===== config.mk =====
export PLATFORM = sky130hd
export DESIGN_NAME = mips_id_stage
export DESIGN_NICKNAME = d
export VERILOG_FILES = /design/src/rtl/mips_id_stage.sv
export SDC_FILE = /design/constraint.sdc
export NUM_CORES = 1
export LEC_CHECK = 0
export ABC_AREA = 1
export ABC_CLOCK_PERIOD_IN_PS = 6400
export BUFFER_PORTS_ARGS = -buffer_cell sky130_fd_sc_hd__buf_2
export CORE_MARGIN = 1
export CORE_UTILIZATION = 30
export DETAILED_ROUTE_END_ITERATION = 10
export SETUP_SLACK_MARGIN = 0.1
export SYNTH_ARGS = -nofsm -noshare
export SYNTH_HDL_FRONTEND = slang
export SYNTH_SLANG_ARGS = --single-unit

===== constraint.sdc =====
create_clock -name clk -period 6.4 [get_ports clk]
set_clock_uncertainty 0.1 [all_clocks]
set_input_delay 0.64 -clock clk [delete_from_list [all_inputs] [get_ports clk]]
set_output_delay 0.64 -clock clk [all_outputs]
set_load 0.005 [all_outputs]

===== src/rtl/mips_id_stage.sv =====
// Instruction-decode stage of the 5-stage MIPS pipeline.
// Decodes the IF/ID instruction into ALU control, memory/writeback controls
// and operands, registers them in ID/EX, and resolves load-use hazards,
// flushes and downstream hold.
//
// Ports:
//   clk, rst        clock, asynchronous active-high reset
//   if_valid, instr fetched instruction from IF/ID
//   flush           kill the instruction in ID (branch taken)
//   ex_hold         execute stage busy; freeze ID/EX
//   rs_addr/rt_addr register-file read addresses (combinational)
//   rs_data/rt_data register-file read data (same cycle)
//   stall           IF/ID hold request (combinational)
//   illegal         sticky unsupported-opcode flag
//   ex_valid .. write_reg  registered ID/EX contents
module mips_id_stage #(
    parameter int unsigned DATA_W = 32,
    parameter int unsigned REG_AW = 5
) (
    input  logic              clk,
    input  logic              rst,
    input  logic              if_valid,
    input  logic [31:0]       instr,
    input  logic              flush,
    input  logic              ex_hold,
    output logic [REG_AW-1:0] rs_addr,
    output logic [REG_AW-1:0] rt_addr,
    input  logic [DATA_W-1:0] rs_data,
    input  logic [DATA_W-1:0] rt_data,
    output logic              stall,
    output logic              illegal,
    output logic              ex_valid,
    output logic [1:0]        alu_op,
    output logic [5:0]        func,
    output logic [4:0]        shift_amt,
    output logic [DATA_W-1:0] a_out,
    output logic [DATA_W-1:0] b_out,
    output logic [DATA_W-1:0] store_data,
    output logic              reg_write,
    output logic              mem_read,
    output logic              mem_write,
    output logic              branch,
    output logic [REG_AW-1:0] write_reg
);

    localparam int unsigned OPC_W  = 6;
    localparam int unsigned IMM_W  = 16;

    localparam logic [OPC_W-1:0] OPC_RTYPE = 6'd0;
    localparam logic [OPC_W-1:0] OPC_BEQ   = 6'd4;
    localparam logic [OPC_W-1:0] OPC_LW    = 6'd35;
    localparam logic [OPC_W-1:0] OPC_SW    = 6'd43;

    localparam logic [1:0] ALU_MEM = 2'b00;
    localparam logic [1:0] ALU_BEQ = 2'b01;
    localparam logic [1:0] ALU_R   = 2'b10;

    logic [OPC_W-1:0]  opcode;
    logic [REG_AW-1:0] rd_addr;
    logic [DATA_W-1:0] imm_sext;
    logic              is_r, is_lw, is_sw, is_beq, legal, uses_rt;
    logic              hazard, load_instr, set_illegal;

    logic              d_valid, d_reg_write, d_mem_read, d_mem_write, d_branch;
    logic [1:0]        d_alu_op;
    logic [5:0]        d_func;
    logic [4:0]        d_shift_amt;
    logic [DATA_W-1:0] d_a, d_b, d_store;
    logic [REG_AW-1:0] d_write_reg;

    // Field extraction and opcode classification
    always_comb begin
        opcode   = instr[31:26];
        rs_addr  = REG_AW'(instr[25:21]);
        rt_addr  = REG_AW'(instr[20:16]);
        rd_addr  = REG_AW'(instr[15:11]);
        imm_sext = {{(DATA_W-IMM_W){instr[15]}}, instr[15:0]};
        is_r     = (opcode == OPC_RTYPE);
        is_lw    = (opcode == OPC_LW);
        is_sw    = (opcode == OPC_SW);
        is_beq   = (opcode == OPC_BEQ);
        legal    = is_r | is_lw | is_sw | is_beq;
        // lw writes rt rather than reading it, so only these read rt
        uses_rt  = is_r | is_sw | is_beq;
    end

    // Load-use hazard against the load currently held in ID/EX
    always_comb begin
        hazard = ex_valid & mem_read & (write_reg != '0) & if_valid &
                 ((write_reg == rs_addr) | (uses_rt & (write_reg == rt_addr)));
        stall       = (ex_hold & if_valid) | (hazard & ~flush);
        load_instr  = ~ex_hold & ~flush & ~hazard & if_valid;
        set_illegal = load_instr & ~legal;
    end

    // Next ID/EX contents; anything not loaded as a legal instruction is a bubble
    always_comb begin
        d_valid     = 1'b0;
        d_alu_op    = 2'b00;
        d_func      = 6'd0;
        d_shift_amt = 5'd0;
        d_a         = '0;
        d_b         = '0;
        d_store     = '0;
        d_reg_write = 1'b0;
        d_mem_read  = 1'b0;
        d_mem_write = 1'b0;
        d_branch    = 1'b0;
        d_write_reg = '0;
        if (load_instr && legal) begin
            d_valid = 1'b1;
            d_a     = rs_data;
            d_b     = rt_data;
            d_store = rt_data;
            if (is_r) begin
                d_alu_op    = ALU_R;
                d_func      = instr[5:0];
                d_shift_amt = instr[10:6];
                d_reg_write = 1'b1;
                d_write_reg = rd_addr;
            end else if (is_lw) begin
                d_alu_op    = ALU_MEM;
                d_b         = imm_sext;
                d_mem_read  = 1'b1;
                d_reg_write = 1'b1;
                d_write_reg = rt_addr;
            end else if (is_sw) begin
                d_alu_op    = ALU_MEM;
                d_b         = imm_sext;
                d_mem_write = 1'b1;
            end else begin
                d_alu_op = ALU_BEQ;
                d_branch = 1'b1;
            end
        end
    end

    // ID/EX pipeline register; frozen while execute holds
    always_ff @(posedge clk or posedge rst) begin
        if (rst) begin
            ex_valid   <= 1'b0;
            alu_op     <= 2'b00;
            func       <= 6'd0;
            shift_amt  <= 5'd0;
            a_out      <= '0;
            b_out      <= '0;
            store_data <= '0;
            reg_write  <= 1'b0;
            mem_read   <= 1'b0;
            mem_write  <= 1'b0;
            branch     <= 1'b0;
            write_reg  <= '0;
            illegal    <= 1'b0;
        end else begin
            illegal <= illegal | set_illegal;
            if (!ex_hold) begin
                ex_valid   <= d_valid;
                alu_op     <= d_alu_op;
                func       <= d_func;
                shift_amt  <= d_shift_amt;
                a_out      <= d_a;
                b_out      <= d_b;
                store_data <= d_store;
                reg_write  <= d_reg_write;
                mem_read   <= d_mem_read;
                mem_write  <= d_mem_write;
                branch     <= d_branch;
                write_reg  <= d_write_reg;
            end
        end
    end

endmodule


==> flow_metrics.tcl, run 1 <==
set metrics [dict create \
    dr.pass1.iters 5 \
    path_cells "buf_2, nor3_2, nand2_2, nand2_4, buf_4, nand4_1, nand2_1" \
    met3_usage 0.0400 \
    grt_remaining_overflow 0 \
    post-cts-setup-buffers 0 \
    met2_usage 0.284 \
    ir_worst_vdd_mv 0.155 \
    rr_startpoint "write_reg[3]$_DFFE_PP0N_" \
    finalCritPeriodShare 0.484 \
    relSlewSlack 0.371 \
    grt_pass1_wl_mm 29.1 \
    gp_congestion 0.761 \
    die_x_um 140 \
    startpoint_type "input pin" \
    antennaDiodeCount 0 \
    synth_cell_type_count 19 \
    r2r_end "store_data[1]$_DFFE_PP0N_" \
    report.final.hold_viol_count 0 \
    rsz0062_at_grt "false" \
    grt_pass1_vias 5079 \
    nNetsFinal 998 \
    crit_path_end_kind "flop" \
    maxSlewViolCount 0 \
    synth.most_common_cell "nand2_1" \
    synth_ff_type "dfrtp_1" \
    ant_nets 0 \
    sequentialPowerShare 0.403 \
    clkPwrFrac 0.530 \
    postLayoutCoreUtil 0.397 \
    via_per_inst 4.88 \
    rr_worst_depth 8 \
    grt.busiest_layer "met2" \
    drt_iter0_drc 372 \
    grt_util_all_layers 0.191 \
    layout-drive-gt1-share 0.299 \
    max_stage_delay_ns 0.97 \
    synth_enable_flop_cells 0 \
    synth_area_leaders "dfrtp_1, nand2_1, nand4_1" \
    numCtsBuffers 17 \
    power_uw 1890 \
    cp_data_required_time_ns 6.65 \
    top_regs "a_out (32), b_out (32), store_data (32)" \
    cts_tree "yes" \
    crit_type "input pin to flop" \
    rrSetupSlack_ns 3.81 \
    io_pins 232 \
    worstHoldPathType "input pin to async pin" \
    tightest_slew_ns 0.939 \
    rows 50 \
    synth.top_cell.area_share 0.518 \
    drv_cap 0 \
    dp_hpwl_mm 11.9 \
    io_buffers 231 \
    power_switching_uw 439 \
    ys_seq_elements 119 \
    grt_max_degree 82 \
    crit_fanout 81 \
    finalWirelength_mm 18.6 \
    p_int_uw 1450 \
    netlist_instances 712 \
    fmax_mhz 323 \
    comb_power_share 0.067 \
    ys_top_cells_by_count "nand2_1, dfrtp_1, nand4_1, inv_1, buf_2" \
    gr-usage-met1 0.272 \
    period_needed_ns 3.10 \
    slowest_stage "nand2_4" \
    path_clk_slew_ns 0.06 \
    yosys.area.top_type "dfrtp_1" \
    worstSkewPairLatency_ns 0.41 \
    wl_per_cell_um 16.3 \
    synthesis.nets 813 \
    powerDensity_nw_per_um2 253 \
    synth_area_sq_um 5750 \
    die_y_um 140 \
    cts-htree-levels 4 \
    hold_buffers 0 \
    yosysWarnings 0 \
    antenna_found_initial 0 \
    ys_seq_area_frac 0.518 \
    power_leakage_uw 0.00462 \
    status "complete, no violations" \
    start_util 0.306 \
    synthArstFlopShare 1.00 \
    fill_cells 1959 \
    setup_viol 0 \
    clock-sinks 119 \
    worstPathArrival_ns 3.34 \
    drcViolationCount 0 \
    dieArea_sq_um 19700 \
    ctsResizeCount 0 \
    ctsLongestPathBuffers 2 \
    cts_root_buf "clkbuf_16" \
    syn_avg_cell_area_sq_um 8.07 \
    areaGrowthSynthToFinish_pct 29.6 \
    coreArea_sq_um 18800 \
    finalSetupTns_ns 0 \
    swShare 0.232 \
    vias 5574 \
]
-- placed cells by master, fill, tap and decap left out --
cell        instances
nand2_2             1
inv_1              31
o21bai_1            1
clkbuf_1            2
nor2_1             20
clkinvlp_4          2
nor3_1              1
nand4_1           119
o21ai_0            21
nand2_1           310
nand2_4             2
clkbuf_16          17
buf_4               7
buf_2             230
or2_1               1
nand3_1             6
nor3_2              2
clkinv_2            3
inv_6               1
xnor2_1             2
bufinv_16           3
xor2_1              4
clkbuf_8            4
dfrtp_1           119
-- final cells by class --
cell class,instances,area [sq um],share of cell area
multi-input combinational,490,2240,0.301
sequential,119,2980,0.400
tap,234,293,0.0393
timing repair buffer,237,1200,0.162
clock inverter,8,120,0.0161
clock buffer,23,488,0.0655
inverter,32,125,0.0168
-- worst max-delay path by stage --
stage                                             to  slack (ns)      start
after floorplan                 a_out[0]$_DFFE_PP0N_        2.50        rst
after global placement    store_data[17]$_DFFE_PP0N_        2.85  instr[28]
after detailed placement   store_data[9]$_DFFE_PP0N_        2.78  instr[28]
after CTS                 store_data[22]$_DFFE_PP0N_        3.23  instr[28]
after global routing           b_out[27]$_DFFE_PP0N_        2.98  instr[28]
final                      store_data[9]$_DFFE_PP0N_        3.30  instr[28]
-- power groups by stage --
stage,registers [uW],clock network [uW],logic [uW]
floorplan,774,0,64.9
global route,760,1060,142
global placement,774,0,129
detailed placement,773,0,129
CTS,760,1020,129
finish,760,1000,127
-- stage by stage --
stage / cell area (sq um) / setup WS, ns / cells / hold slack, ns
after floorplan: 5750 / 2.50 / 712 / 0.368
after global routing: 7450 / 2.98 / 1143 / 0.230
final: 7450 / 3.30 / 1143 / 0.196
after CTS: 7450 / 3.23 / 1143 / 0.207
after detailed placement: 6840 / 2.78 / 1112 / 0.360
after global placement: 6840 / 2.85 / 1112 / 0.357
-- logic make-up (layout without fill, tap and decap cells) --
| logic type | count (synthesis) | after routing | share of synthesized area |
|---|---|---|---|
| buffers and inverters | 103 | 300 | 0.0954 |
| flip-flops | 119 | 119 | 0.518 |
| XOR/XNOR | 6 | 6 | 0.00914 |
| AND/OR/NAND/NOR | 462 | 462 | 0.358 |
| AO/OA/AOI/OAI | 22 | 22 | 0.0196 |
-- critical path: cells and delay by family --
family	cells	cell delay, ns
and+or+nand+nor	5	2.03
buffers and inverters	2	0.63
-- layer usage --
| layer | part of all wire | vias up |
|---|---|---|
| met1 | 0.47 | 2632 |
| met2 | 0.45 | 209 |
| li1 | - | 2711 |
| met4 | 0.016 | 0 |
| met3 | 0.059 | 22 |
| met5 | 0 | - |
No activity file was read; power rests on OpenSTA's default activity.
==> run 2, diff against run 1 <==
- ABC_CLOCK_PERIOD_IN_PS: 6400 -> 3200
- clock period: 6.4 -> 3.2 ns (I/O delays scaled with it)
==> flow_metrics.tcl, run 2 (synthesized netlist as in run 1, its figures left out) <==
set metrics [dict create \
    wl_met3_mm 1.26 \
    finalCritPeriodShare 0.797 \
    r2r_end "shift_amt[4]$_DFFE_PP0N_" \
    gp_congestion 0.729 \
    dr.pass1.iters 4 \
    final_common_cell "nand2_1" \
    via_per_inst 4.86 \
    dp_worst_setup_slack_ns 0.998 \
    ant_nets 0 \
    wl_met2_mm 8.47 \
    nNetsFinal 1002 \
    drt_iter0_drc 332 \
    dp_cells 1116 \
    worstPathArrival_ns 2.13 \
    drcViolationCount 0 \
    grt_pass1_vias 5140 \
    relSlewSlack 0.457 \
    powerDensity_nw_per_um2 483 \
    crit_type "flop to output port" \
    rr_worst_depth 8 \
    fin_area_sq_um 7480 \
    ir_worst_vdd_mv 0.341 \
    crit_fanout 39 \
    clock-sinks 119 \
    rrSetupSlack_ns 1.06 \
    layout-drive-gt1-share 0.302 \
    ctsResizeCount 0 \
    cts_root_buf "clkbuf_16" \
    cts-htree-levels 4 \
    startpoint_type "flop" \
    post-cts-setup-buffers 0 \
    io_buffers 231 \
    worstHoldPathType "input pin to async pin" \
    cts_tree "yes" \
    report.final.hold_viol_count 1 \
    worstSkewPairLatency_ns 0.41 \
    ctsLongestPathBuffers 2 \
    rr_startpoint "write_reg[2]$_DFFE_PP0N_" \
    hold_buffers 0 \
    antenna_found_initial 3 \
    die_y_um 140 \
    hold-worst-slack_ns -0.00464 \
    grt_pass1_wl_mm 29.2 \
    numCtsBuffers 17 \
    drv_cap 0 \
    crit_path_end_kind "output port" \
    grt_util_all_layers 0.192 \
    status "finished with violations" \
    finalSetupTns_ns 0 \
    rows 50 \
    dieArea_sq_um 19700 \
    cp_data_required_time_ns 2.78 \
    io_pins 232 \
    tightest_slew_ns 0.814 \
    setup_viol 0 \
    dp_hpwl_mm 11.8 \
    violations "hold timing" \
    fin_cells 1149 \
    highest_layer "met4" \
    top_regs "a_out (32), b_out (32), store_data (32)" \
    setup_slack_ns 0.650 \
    period_needed_ns 2.55 \
    grt_max_degree 120 \
    die_x_um 140 \
    dpl-instance-area_sq_um 6920 \
    fill_cells 1964 \
    start_util 0.306 \
    areaGrowthSynthToFinish_pct 30.2 \
    wl_per_cell_um 16.2 \
    finalWirelength_mm 18.6 \
    coreArea_sq_um 18800 \
    path_clk_slew_ns 0.06 \
    vias 5589 \
    maxSlewViolCount 0 \
    fmax_mhz 392 \
    drt-met1-wl_mm 8.69 \
    final_cell_mix "nand2_1, buf_2, nand4_1, dfrtp_1, inv_1" \
    rsz0062_at_grt "false" \
    grt_remaining_overflow 0 \
    power_leakage_uw 0.00462 \
]
-- run 2: cell types whose count changed in the layout (fill, tap and decap cells not counted) --
| cell | previous run | this run |
|---|---|---|
| buf_12 | 0 | 4 |
| bufinv_16 | 3 | 1 |
| clkinv_2 | 3 | 4 |
| clkinvlp_4 | 2 | 4 |
| diode_2 | 0 | 2 |
| inv_6 | 1 | 0 |
-- run 2: worst max path at each step --
stage,start,endpoint
floorplan,rst,a_out[0]$_DFFE_PP0N_
global placement,instr[27],stall
detailed placement,instr[27],stall
CTS,write_reg[0]$_DFFE_PP0N_,stall
global route,write_reg[0]$_DFFE_PP0N_,stall
finish,write_reg[0]$_DFFE_PP0N_,stall
-- run 2: layout make-up --
cell class,count,area (sq um),area share
sequential,119,2980,0.398
multi-input combinational,490,2240,0.299
timing repair buffer,241,1280,0.172
clock buffer,23,488,0.0652
tap,234,293,0.0391
inverter,32,124,0.0166
clock inverter,8,72.6,0.00970
antenna,2,5.00,0.000669
-- run 2: where the power goes --
group / internal [uW] / switching [uW]
combinational: 87.8 / 171
sequential: 1520 / 5.15
clock: 1140 / 694
total: 2740 / 870
-- run 2: worst max-delay path, stage by stage, from the launching register on --
cell and delay (ns):
dfrtp_1 0.46, inv_1 0.09, nand2_1 0.06, nand2_1 0.04, nor2_1 0.17, nand4_1 0.11, nand2_1 0.11, nand2_4 0.27
o21ai_0 0.25, buf_2 0.14
-- run 2: routing by layer --
layer | GRT usage | up-vias
met4 | 0.0515 | 0
met1 | 0.267 | 2667
met3 | 0.0540 | 11
li1 | - | 2716
met5 | 0 | -
met2 | 0.289 | 195
-- run 2: metrics by stage --
stage               utilization  power, uW
global placement          0.369       1810
global route              0.398       3760
detailed placement        0.369       1810
floorplan                     -       1680
CTS                       0.398       3670
finish                    0.399       3610
